**src/rtl/port_bus_master_pkg.sv**
```systemverilog
// Shared types for the port bus master: FSM state encoding, the queued
// command record and the default command queue depth.
package port_bus_master_pkg;

  localparam int DEFAULT_FIFO_DEPTH = 4;

  typedef enum logic [1:0] {
    IDLE   = 2'd0,
    SETUP  = 2'd1,
    STROBE = 2'd2,
    ACK    = 2'd3
  } state_t;

  typedef struct packed {
    logic       write;
    logic       is_const;
    logic [7:0] port;
    logic [7:0] data;
  } cmd_t;

endpackage

```
**src/rtl/port_bus_master_if.sv**
```systemverilog
// Command/response handshake and responder bus of the port bus master.
// master: the bus master side (port_bus_master).
// slave : the command issuer / responder side (testbench or system).
interface port_bus_master_if;
  logic       req_valid;
  logic       req_ready;
  logic       req_write;
  logic       req_const;
  logic [7:0] req_port;
  logic [7:0] req_data;
  logic       rsp_valid;
  logic [7:0] rsp_data;
  logic [7:0] port_id;
  logic [7:0] out_port;
  logic [7:0] in_port;
  logic       write_strobe;
  logic       k_write_strobe;
  logic       read_strobe;
  logic       interrupt;
  logic       interrupt_ack;
  logic       irq_event;
  logic       busy;

  modport master (
    input  req_valid, req_write, req_const, req_port, req_data, in_port, interrupt,
    output req_ready, rsp_valid, rsp_data, port_id, out_port,
           write_strobe, k_write_strobe, read_strobe, interrupt_ack, irq_event, busy
  );

  modport slave (
    output req_valid, req_write, req_const, req_port, req_data, in_port, interrupt,
    input  req_ready, rsp_valid, rsp_data, port_id, out_port,
           write_strobe, k_write_strobe, read_strobe, interrupt_ack, irq_event, busy
  );
endinterface

```
**src/rtl/port_cmd_fifo.sv**
```systemverilog
// Command queue for the port bus master.
// Ports: clk, reset (sync, active high), push/push_cmd (write side),
// pop/head (read side), avail (a command can be popped this cycle),
// full, empty (registered occupancy flags).
// When empty, head falls through from push_cmd so a command arriving at an
// idle master can be popped in the same cycle it is pushed.
module port_cmd_fifo
  import port_bus_master_pkg::*;
#(
  parameter int DEPTH = DEFAULT_FIFO_DEPTH
) (
  input  logic clk,
  input  logic reset,
  input  logic push,
  input  cmd_t push_cmd,
  input  logic pop,
  output cmd_t head,
  output logic avail,
  output logic full,
  output logic empty
);

  localparam int AW = (DEPTH > 1) ? $clog2(DEPTH) : 1;

  cmd_t          mem [DEPTH];
  logic [AW-1:0] wr_ptr;
  logic [AW-1:0] rd_ptr;
  logic [AW:0]   count;
  logic          do_push;
  logic          do_pop;

  assign full    = (count == (AW+1)'(DEPTH));
  assign empty   = (count == '0);
  assign avail   = !empty || push;
  assign head    = empty ? push_cmd : mem[rd_ptr];
  assign do_push = push && !full;
  assign do_pop  = pop && avail;

  // On a fall-through pop both pointers advance together, which keeps the
  // empty queue consistent without a special case.
  always_ff @(posedge clk) begin
    if (reset) begin
      wr_ptr <= '0;
      rd_ptr <= '0;
      count  <= '0;
    end else begin
      if (do_push) wr_ptr <= wr_ptr + 1'b1;
      if (do_pop)  rd_ptr <= rd_ptr + 1'b1;
      count <= count + {{AW{1'b0}}, do_push} - {{AW{1'b0}}, do_pop};
    end
  end

  always_ff @(posedge clk) begin
    if (do_push) mem[wr_ptr] <= push_cmd;
  end

endmodule

```
**src/rtl/port_bus_master.sv**
```systemverilog
// Port bus master: queues read/write commands and plays them out on a
// strobed port bus, returning read data and acknowledging interrupts.
// Ports: clk, reset (sync, active high), bus (port_bus_master_if.master):
//   req_*      command handshake in, req_ready out
//   rsp_*      read data response (rsp_valid single-cycle pulse)
//   port_id/out_port/in_port and the three strobes to the responder
//   interrupt in, interrupt_ack/irq_event out, busy out
//
// state  | meaning
// IDLE   | wait; service an armed interrupt first, else pop a command
// SETUP  | port_id/out_port driven, no strobe
// STROBE | one strobe for the command; read data sampled at the end
// ACK    | interrupt_ack and irq_event pulse
module port_bus_master
  import port_bus_master_pkg::*;
#(
  parameter int FIFO_DEPTH = DEFAULT_FIFO_DEPTH
) (
  input logic              clk,
  input logic              reset,
  port_bus_master_if.master bus
);

  state_t     state_q, state_d;
  cmd_t       push_cmd, head;
  logic       push, pop, avail, full, empty;
  logic       armed_q;
  logic       cur_write_q, cur_const_q;
  logic [7:0] port_id_q, out_port_q, rsp_data_q;
  logic       rsp_valid_q;
  logic       rd_stb, wr_stb, k_stb, ack;

  assign push     = bus.req_valid && !full;
  assign push_cmd = '{write: bus.req_write, is_const: bus.req_const,
                      port: bus.req_port, data: bus.req_data};

  port_cmd_fifo #(.DEPTH(FIFO_DEPTH)) u_fifo (
    .clk      (clk),
    .reset    (reset),
    .push     (push),
    .push_cmd (push_cmd),
    .pop      (pop),
    .head     (head),
    .avail    (avail),
    .full     (full),
    .empty    (empty)
  );

  always_ff @(posedge clk) begin
    if (reset) state_q <= IDLE;
    else       state_q <= state_d;
  end

  always_comb begin
    state_d = state_q;
    pop     = 1'b0;
    rd_stb  = 1'b0;
    wr_stb  = 1'b0;
    k_stb   = 1'b0;
    ack     = 1'b0;
    case (state_q)
      IDLE: begin
        if (armed_q && bus.interrupt) begin
          state_d = ACK;
        end else if (avail) begin
          pop     = 1'b1;
          state_d = SETUP;
        end
      end
      SETUP:  state_d = STROBE;
      STROBE: begin
        rd_stb  = !cur_write_q;
        wr_stb  = cur_write_q && !cur_const_q;
        k_stb   = cur_write_q && cur_const_q;
        state_d = IDLE;
      end
      ACK: begin
        ack     = 1'b1;
        state_d = IDLE;
      end
      default: state_d = IDLE;
    endcase
  end

  always_ff @(posedge clk) begin
    if (reset) begin
      port_id_q   <= '0;
      out_port_q  <= '0;
      cur_write_q <= 1'b0;
      cur_const_q <= 1'b0;
      rsp_data_q  <= '0;
      rsp_valid_q <= 1'b0;
      armed_q     <= 1'b1;
    end else begin
      rsp_valid_q <= 1'b0;
      if (pop) begin
        cur_write_q <= head.write;
        cur_const_q <= head.is_const;
        // constant-port writes only reach the low 16 ports
        port_id_q   <= (head.write && head.is_const) ? {4'h0, head.port[3:0]} : head.port;
        out_port_q  <= head.data;
      end
      if (state_q == STROBE && !cur_write_q) begin
        rsp_valid_q <= 1'b1;
        rsp_data_q  <= bus.in_port;
      end
      // re-arm only once the request line has been seen low
      if (!bus.interrupt)                    armed_q <= 1'b1;
      else if (state_q == IDLE && armed_q)   armed_q <= 1'b0;
    end
  end

  assign bus.req_ready      = !full;
  assign bus.port_id        = port_id_q;
  assign bus.out_port       = out_port_q;
  assign bus.rsp_data       = rsp_data_q;
  assign bus.rsp_valid      = rsp_valid_q;
  assign bus.read_strobe    = rd_stb;
  assign bus.write_strobe   = wr_stb;
  assign bus.k_write_strobe = k_stb;
  assign bus.interrupt_ack  = ack;
  assign bus.irq_event      = ack;
  assign bus.busy           = (state_q != IDLE) || !empty;

endmodule
```
**src/flat_wrapper.sv**
```systemverilog
// flat-port wrapper written by rule: the top's interface ports become plain ports
module port_bus_master_flat import port_bus_master_pkg::*;
#(
  parameter int FIFO_DEPTH = DEFAULT_FIFO_DEPTH
)
  (clk, reset, bus_req_valid, bus_req_write, bus_req_const, bus_req_port, bus_req_data, bus_in_port, bus_interrupt, bus_req_ready, bus_rsp_valid, bus_rsp_data, bus_port_id, bus_out_port, bus_write_strobe, bus_k_write_strobe, bus_read_strobe, bus_interrupt_ack, bus_irq_event, bus_busy);
  port_bus_master_if bus_i ();
  input logic clk;
  input logic reset;
  input wire logic [$bits(bus_i.req_valid)-1:0] bus_req_valid;
  input wire logic [$bits(bus_i.req_write)-1:0] bus_req_write;
  input wire logic [$bits(bus_i.req_const)-1:0] bus_req_const;
  input wire logic [$bits(bus_i.req_port)-1:0] bus_req_port;
  input wire logic [$bits(bus_i.req_data)-1:0] bus_req_data;
  input wire logic [$bits(bus_i.in_port)-1:0] bus_in_port;
  input wire logic [$bits(bus_i.interrupt)-1:0] bus_interrupt;
  output wire logic [$bits(bus_i.req_ready)-1:0] bus_req_ready;
  output wire logic [$bits(bus_i.rsp_valid)-1:0] bus_rsp_valid;
  output wire logic [$bits(bus_i.rsp_data)-1:0] bus_rsp_data;
  output wire logic [$bits(bus_i.port_id)-1:0] bus_port_id;
  output wire logic [$bits(bus_i.out_port)-1:0] bus_out_port;
  output wire logic [$bits(bus_i.write_strobe)-1:0] bus_write_strobe;
  output wire logic [$bits(bus_i.k_write_strobe)-1:0] bus_k_write_strobe;
  output wire logic [$bits(bus_i.read_strobe)-1:0] bus_read_strobe;
  output wire logic [$bits(bus_i.interrupt_ack)-1:0] bus_interrupt_ack;
  output wire logic [$bits(bus_i.irq_event)-1:0] bus_irq_event;
  output wire logic [$bits(bus_i.busy)-1:0] bus_busy;
  assign bus_i.req_valid = bus_req_valid;
  assign bus_i.req_write = bus_req_write;
  assign bus_i.req_const = bus_req_const;
  assign bus_i.req_port = bus_req_port;
  assign bus_i.req_data = bus_req_data;
  assign bus_i.in_port = bus_in_port;
  assign bus_i.interrupt = bus_interrupt;
  assign bus_req_ready = bus_i.req_ready;
  assign bus_rsp_valid = bus_i.rsp_valid;
  assign bus_rsp_data = bus_i.rsp_data;
  assign bus_port_id = bus_i.port_id;
  assign bus_out_port = bus_i.out_port;
  assign bus_write_strobe = bus_i.write_strobe;
  assign bus_k_write_strobe = bus_i.k_write_strobe;
  assign bus_read_strobe = bus_i.read_strobe;
  assign bus_interrupt_ack = bus_i.interrupt_ack;
  assign bus_irq_event = bus_i.irq_event;
  assign bus_busy = bus_i.busy;
  port_bus_master #(.FIFO_DEPTH(FIFO_DEPTH)) u_core (.clk(clk), .reset(reset), .bus(bus_i));
endmodule
```
**config.mk**
```make
export PLATFORM = sky130hd
export DESIGN_NAME = port_bus_master_flat
export DESIGN_NICKNAME = d
export VERILOG_FILES = /design/src/rtl/port_bus_master_pkg.sv /design/src/rtl/port_bus_master_if.sv /design/src/rtl/port_cmd_fifo.sv /design/src/rtl/port_bus_master.sv /design/src/flat_wrapper.sv
export SDC_FILE = /design/constraint.sdc
export NUM_CORES = 1
export LEC_CHECK = 0
export CORE_MARGIN = 8
export CORE_UTILIZATION = 55
export CTS_CLUSTER_DIAMETER = 60
export DETAILED_ROUTE_END_ITERATION = 10
export HOLD_SLACK_MARGIN = 0.05
export PLACE_DENSITY = 0.8
export SYNTH_ARGS = -nofsm -noshare
export SYNTH_HDL_FRONTEND = slang
export SYNTH_SLANG_ARGS = --single-unit
```
**constraint.sdc**
```tcl
create_clock -name clk -period 3.84 [get_ports clk]
set_clock_uncertainty 0.2 [all_clocks]
set_input_delay 0.384 -clock clk [delete_from_list [all_inputs] [get_ports clk]]
set_output_delay 0.384 -clock clk [all_outputs]
set_load 0.02 [all_outputs]
```
==> results of run 1 <==
sequential cells by signal (all words and copies together) (netlist names), named ones only:
register	cells
u_core.bus.port_id	8
u_core.u_fifo.rd_ptr	2
u_core.bus.rsp_data	8
u_core.bus.out_port	8
u_core.state_q	2
u_core.u_fifo.wr_ptr	2
u_core.cur_const_q	1
u_core.u_fifo.count	3
u_core.bus.rsp_valid	1
u_core.u_fifo.mem	72
u_core.cur_write_q	1
u_core.armed_q	1
cell usage in the layout (no fill, tap or decap), types with 7 or more instances in the layout:
master / instances
a21oi_1: 12
a21oi_2: 7
a311oi_2: 9
buf_4: 12
clkbuf_8: 10
clkdlybuf4s50_1: 61
dfxtp_1: 39
edfxtp_1: 72
mux2i_1: 16
mux4_2: 18
nand2_1: 30
nor2_1: 11
stage by stage:
step | util (%) | instances | total power (uW)
floorplan | - | 302 | 2320
global placement | 64.9 | 459 | 2630
detailed placement | 64.9 | 459 | 2660
CTS | 67.4 | 475 | 3360
global route | 67.4 | 475 | 3510
finish | 67.4 | 475 | 3350
power breakdown:
group	switching [uW]	total, uW	internal [uW]
registers	119	1560	1440
logic	595	1070	475
clock network	395	718	323
worst paths after layout:
kind | slack, ns | depth (start not counted) | endpoint | start
worst min-delay path | 0.29 | 2 | u_core.u_fifo.rd_ptr[1] | u_core.u_fifo.rd_ptr[1]
worst max register to register | 1.10 | 10 | u_core.u_fifo.count[2] | u_core.u_fifo.count[2]
worst min register to register | 0.29 | 2 | u_core.u_fifo.rd_ptr[1] | u_core.u_fifo.rd_ptr[1]
worst max-delay path | 0.94 | 11 | u_core.u_fifo.count[2] | bus_req_valid
layout make-up:
class / count / area share [%]
flip-flops and latches: 111 / 53.2
multi-input cells: 164 / 27.7
repair buffers: 73 / 12.7
clock buffers: 10 / 2.49
well taps: 105 / 2.37
clock inverters: 6 / 1.24
inverters: 6 / 0.407
Yosys cell counts (2+ instances only):
| master | instances |
|---|---|
| a21o_1 | 2 |
| a21oi_1 | 12 |
| a21oi_2 | 7 |
| a21oi_4 | 2 |
| a311oi_1 | 5 |
| a311oi_2 | 9 |
| and2_1 | 2 |
| and3_1 | 5 |
| buf_2 | 9 |
| buf_4 | 4 |
| buf_6 | 2 |
| clkbuf_1 | 4 |
| dfxtp_1 | 39 |
| edfxtp_1 | 72 |
| ha_1 | 6 |
| inv_1 | 6 |
| mux2i_1 | 16 |
| mux4_2 | 18 |
| nand2_1 | 30 |
| nand3_1 | 3 |
| nor2_1 | 11 |
| nor2b_1 | 2 |
| nor3_1 | 2 |
| o211ai_1 | 4 |
| o21ai_0 | 2 |
| o41ai_1 | 4 |
| or3_1 | 2 |
| or4_1 | 2 |
routing by layer:
layer | vias up | part of all wire (%) | global-route usage, %
li1 | 1294 | - | -
met1 | 1378 | 42 | 21.9
met2 | 97 | 50 | 28.6
met3 | 10 | 7.1 | 3.53
met4 | 0 | 1.1 | 7.83
met5 | - | 0 | 0
cells by family after synthesis:
group           synth area share [%]
xor+xnor                       0.189
fa+ha+maj                       2.05
flops                           63.3
mux                             12.2
buf+inv                         3.66
simple gates                    7.92
compound gates                  10.7
worst max-delay path, cell delays in order:
cell and delay, ns:
clkdlybuf4s50_1 0.62, nor4_4 0.54, nor2_2 0.09, ha_1 0.28, inv_1 0.05, ha_1 0.13, inv_1 0.05, fa_1 0.37
xor2_1 0.16, and2_2 0.21, nor3_1 0.12
==> flow_summary.yaml, run 1 <==
drt:
  dr.pass1.iters: 4
  routed_wl_um: 9770
  drt_iter0_markers: 117
  vias_per_cell: 5.85
  drc: 0
  dr_total_vias: 2779
  wl_per_cell_um: 20.6
  postRouteAntennaNets: 0
clock_network:
  post_cts_buffers: 0
  clock_latency_ns: 0.38
  cts_resized: 0
  clock_path_buffers: 2
  path_clk_slew_ns: 0.10
  root_buffer: "clkbuf_8"
  htreeDepth: 3
  cts.sinks: 111
  cts_tree: "yes"
  hold_buffers: 0
  numCtsBuffers: 9
finish:
  regArea_um2: 2940
  fin_nets: 402
  nFillCells: 604
  final_layout_size_suffix_gt1_share_pct: 19.7
  antenna_cells: 0
  syn2layout_area_growth_pct: 19.2
  multi_input_area_um2: 1530
  postLayoutCellArea_um2: 5540
die:
  initial_core_util_pct: 56.5
  io_pins: 62
  die-width_um: 108
  rows: 33
  die_y_um: 108
  die_area_um2: 11600
  core_area_um2: 8220
logic_synthesis:
  ys_seq_elements: 111
  post_synth.cell_area_avg_um2: 15.4
  synth_top_cell_by_area: "edfxtp_1"
  syn_inst: 302
  syn_nets: 339
  synth_edf_count: 72
  synth_top_area_share_pct: 46.5
  yosysUniqueCellTypes: 48
  synth_top_flop_cell: "edfxtp_1"
  async_flop_share_pct: 0
  yosysSeqAreaShare_pct: 63.3
  syn_area_um2: 4650
  yosysWarnings: 0
  synth.area.top_cells: "edfxtp_1, dfxtp_1, mux4_2"
sta:
  period_needed_ns: 2.90
  holdWs_ns: 0.289
  period_share_pct: 75.6
  finalSetupViolations: 0
  maxSlewHeadroom_pct: 38.8
  rsz0062_at_grt: "false"
  fmax_mhz: 344
  setup_tns_ns: 0
  hold_violations: 0
  setup_slack_ns: 0.936
  drv_slew: 0
  worst_slew_pin_slew_ns: 0.918
global_routing:
  grt_pass1_vias: 2845
  grt_max_degree: 35
  grt_pass1_wl_um: 15300
  gr-usage-all-layers_pct: 17.4
  antenna_found_initial: 0
  grt_overflow: 0
setup_path:
  critPathLaunchType: "primary input"
  crit_arrival_ns: 3.01
  endpoint_kind: "flip-flop"
  cp_max_fo: 12
  required_ns: 3.94
  setup.worst_path.class: "primary input to flip-flop"
power:
  p_leak_uw: 0.00184
  vdd_drop_max_v: 0.000292
  powerDensity_nw_per_um2: 605
placement:
  portBuffers: 61
  place_hpwl_um: 6470
  placed_cell_area_um2: 5330
  gp_congestion: 0.752
  post-place-ws_ns: 0.572
job:
  cap_viol_max_count: 0
worst_hold_path:
  min_path_type: "flip-flop to flip-flop"
status:
  status: "complete, no violations"
(Power assumes the default switching activity.)
==> run 2: changes to the inputs <==
CORE_UTILIZATION = 49   (was 55)
PLACE_DENSITY = 0.75   (was 0.8)
clock period = 2.6 ns   (was 3.84 ns; I/O delays follow)
==> flow_summary.yaml, run 2 (synthesis results as in run 1) <==
drt:
  vias_per_cell: 5.58
  dr_total_vias: 2838
  drc: 0
  dr.pass1.iters: 4
  drt_iter0_markers: 129
  postRouteAntennaNets: 0
  routed_wl_um: 9540
  wl_per_cell_um: 18.7
finish:
  regArea_um2: 2950
  largest_register: "u_core.u_fifo.mem"
  syn2layout_area_growth_pct: 23.4
  antenna_cells: 0
  final_cell_mix: "edfxtp_1, clkdlybuf4s50_1, dfxtp_1"
  final_layout_size_suffix_gt1_share_pct: 22.4
  fin_nets: 412
  postLayoutCoreUtil_pct: 62.0
  final_common_cell: "edfxtp_1"
  postLayoutCellArea_um2: 5730
  nFillCells: 713
  multi_input_area_um2: 1540
  largest_reg_flops: 72
setup_path:
  crit_arrival_ns: 2.03
  r2r_slack_ns: 0.18
  critPathLaunchType: "flip-flop"
  required_ns: 2.14
  ff2ff_path_depth: 10
  reg2reg_to: "u_core.u_fifo.count[2]"
  setup.worst_path.class: "flip-flop to output port"
  cp_max_fo: 8
  endpoint_kind: "output port"
  reg2reg_from: "u_core.u_fifo.count[2]"
sta:
  period_share_pct: 95.7
  finalSetupViolations: 0
  fmax_mhz: 402
  period_needed_ns: 2.49
  worst_slew_pin_slew_ns: 0.503
  maxSlewHeadroom_pct: 66.4
  hold_violations: 0
  drv_slew: 0
  rsz0062_at_grt: "false"
  setup_tns_ns: 0
clock_network:
  cts_tree: "yes"
  numCtsBuffers: 9
  cts.sinks: 111
  clock_latency_ns: 0.37
  root_buffer: "clkbuf_8"
  post_cts_buffers: 0
  htreeDepth: 3
  path_clk_slew_ns: 0.10
  clock_path_buffers: 2
die:
  rows: 35
  core_area_um2: 9240
  die-width_um: 113
  die_y_um: 113
  die_area_um2: 12900
  initial_core_util_pct: 50.3
  io_pins: 62
worst_hold_path:
  min_to: "u_core.bus.rsp_data[0]"
  min_path_type: "flip-flop to flip-flop"
  hold_depth: 2
  min-delay-start: "u_core.bus.rsp_data[0]"
global_routing:
  antenna_found_initial: 0
  grt_pass1_wl_um: 15400
  gr-usage-all-layers_pct: 15.4
  grt_overflow: 0
  grt_pass1_vias: 2954
  grt_max_degree: 34
power:
  p_leak_uw: 0.00193
  vdd_drop_max_v: 0.000426
  powerDensity_nw_per_um2: 917
  power.total_uw: 5250
status:
  status: "complete, no violations"
job:
  cap_viol_max_count: 0
placement:
  gp_congestion: 0.764
  portBuffers: 61
  placed_cell_area_um2: 5470
  place_hpwl_um: 6370
-- run 2: changes by cell type in the layout (fill, tap and decap cells not counted), sizes merged --
cell      change
buf          +10
bufinv        +3
clkinv        -1
clkinvlp      -2
-- run 2: worst max-delay path: stages (launching register included) --
cell and delay (ns):
dfxtp_2 0.39, or3_1 0.40, or3_1 0.33, clkdlybuf4s50_1 0.55
-- run 2: power breakdown --
| group | internal, uW | switching, uW | total, uW |
|---|---|---|---|
| clock network | 738 | 556 | 1290 |
| registers | 2140 | 169 | 2300 |
| logic | 762 | 893 | 1650 |
-- run 2: what timing repair did --
| item | in CTS | in global routing |
|---|---|---|
| hold buffers | 0 | 0 |
| setup endpoints to repair | 0 | 1 |
| resized for setup | 0 | 1 |
-- run 2: final cells by class --
cell class | instances | share of cell area (%)
inverter | 6 | 0.393
multi-input combinational | 164 | 26.9
timing repair buffer | 83 | 14.0
tap | 129 | 2.82
clock buffer | 10 | 2.23
sequential | 111 | 51.4
clock inverter | 6 | 2.31
-- run 2: per-layer routing --
layer | up-vias | GRT usage [%] | wire [um]
met3 | 14 | 3.70 | 493
li1 | 1311 | - | -
met2 | 82 | 25.8 | 4760
met4 | 0 | 6.66 | 152
met1 | 1431 | 18.8 | 4130
met5 | - | 0 | 0
-- run 2: worst max path at each step --
| stage | start | endpoint | slack (ns) | depth (start not counted) |
|---|---|---|---|---|
| after floorplan | u_core.state_q[0] | u_core.u_fifo.count[2] | 0.04 | 12 |
| after global placement | bus_interrupt | u_core.u_fifo.count[2] | -0.07 | 11 |
| after detailed placement | bus_interrupt | u_core.u_fifo.count[2] | -0.13 | 11 |
| after CTS | u_core.u_fifo.count[2] | u_core.u_fifo.count[2] | 0.08 | 10 |
| after global routing | u_core.u_fifo.count[1] | bus_busy | 0.02 | 3 |
| final | u_core.u_fifo.count[1] | bus_busy | 0.11 | 3 |
-- run 2: stage by stage --
step                      hold WS [ns]  std cells  setup slack, ns
after floorplan                  0.132        302           0.0379
after global placement           0.270        493          -0.0748
after detailed placement         0.281        493           -0.133
after CTS                        0.297        509           0.0812
after global routing             0.324        509           0.0236
final                            0.299        509            0.111
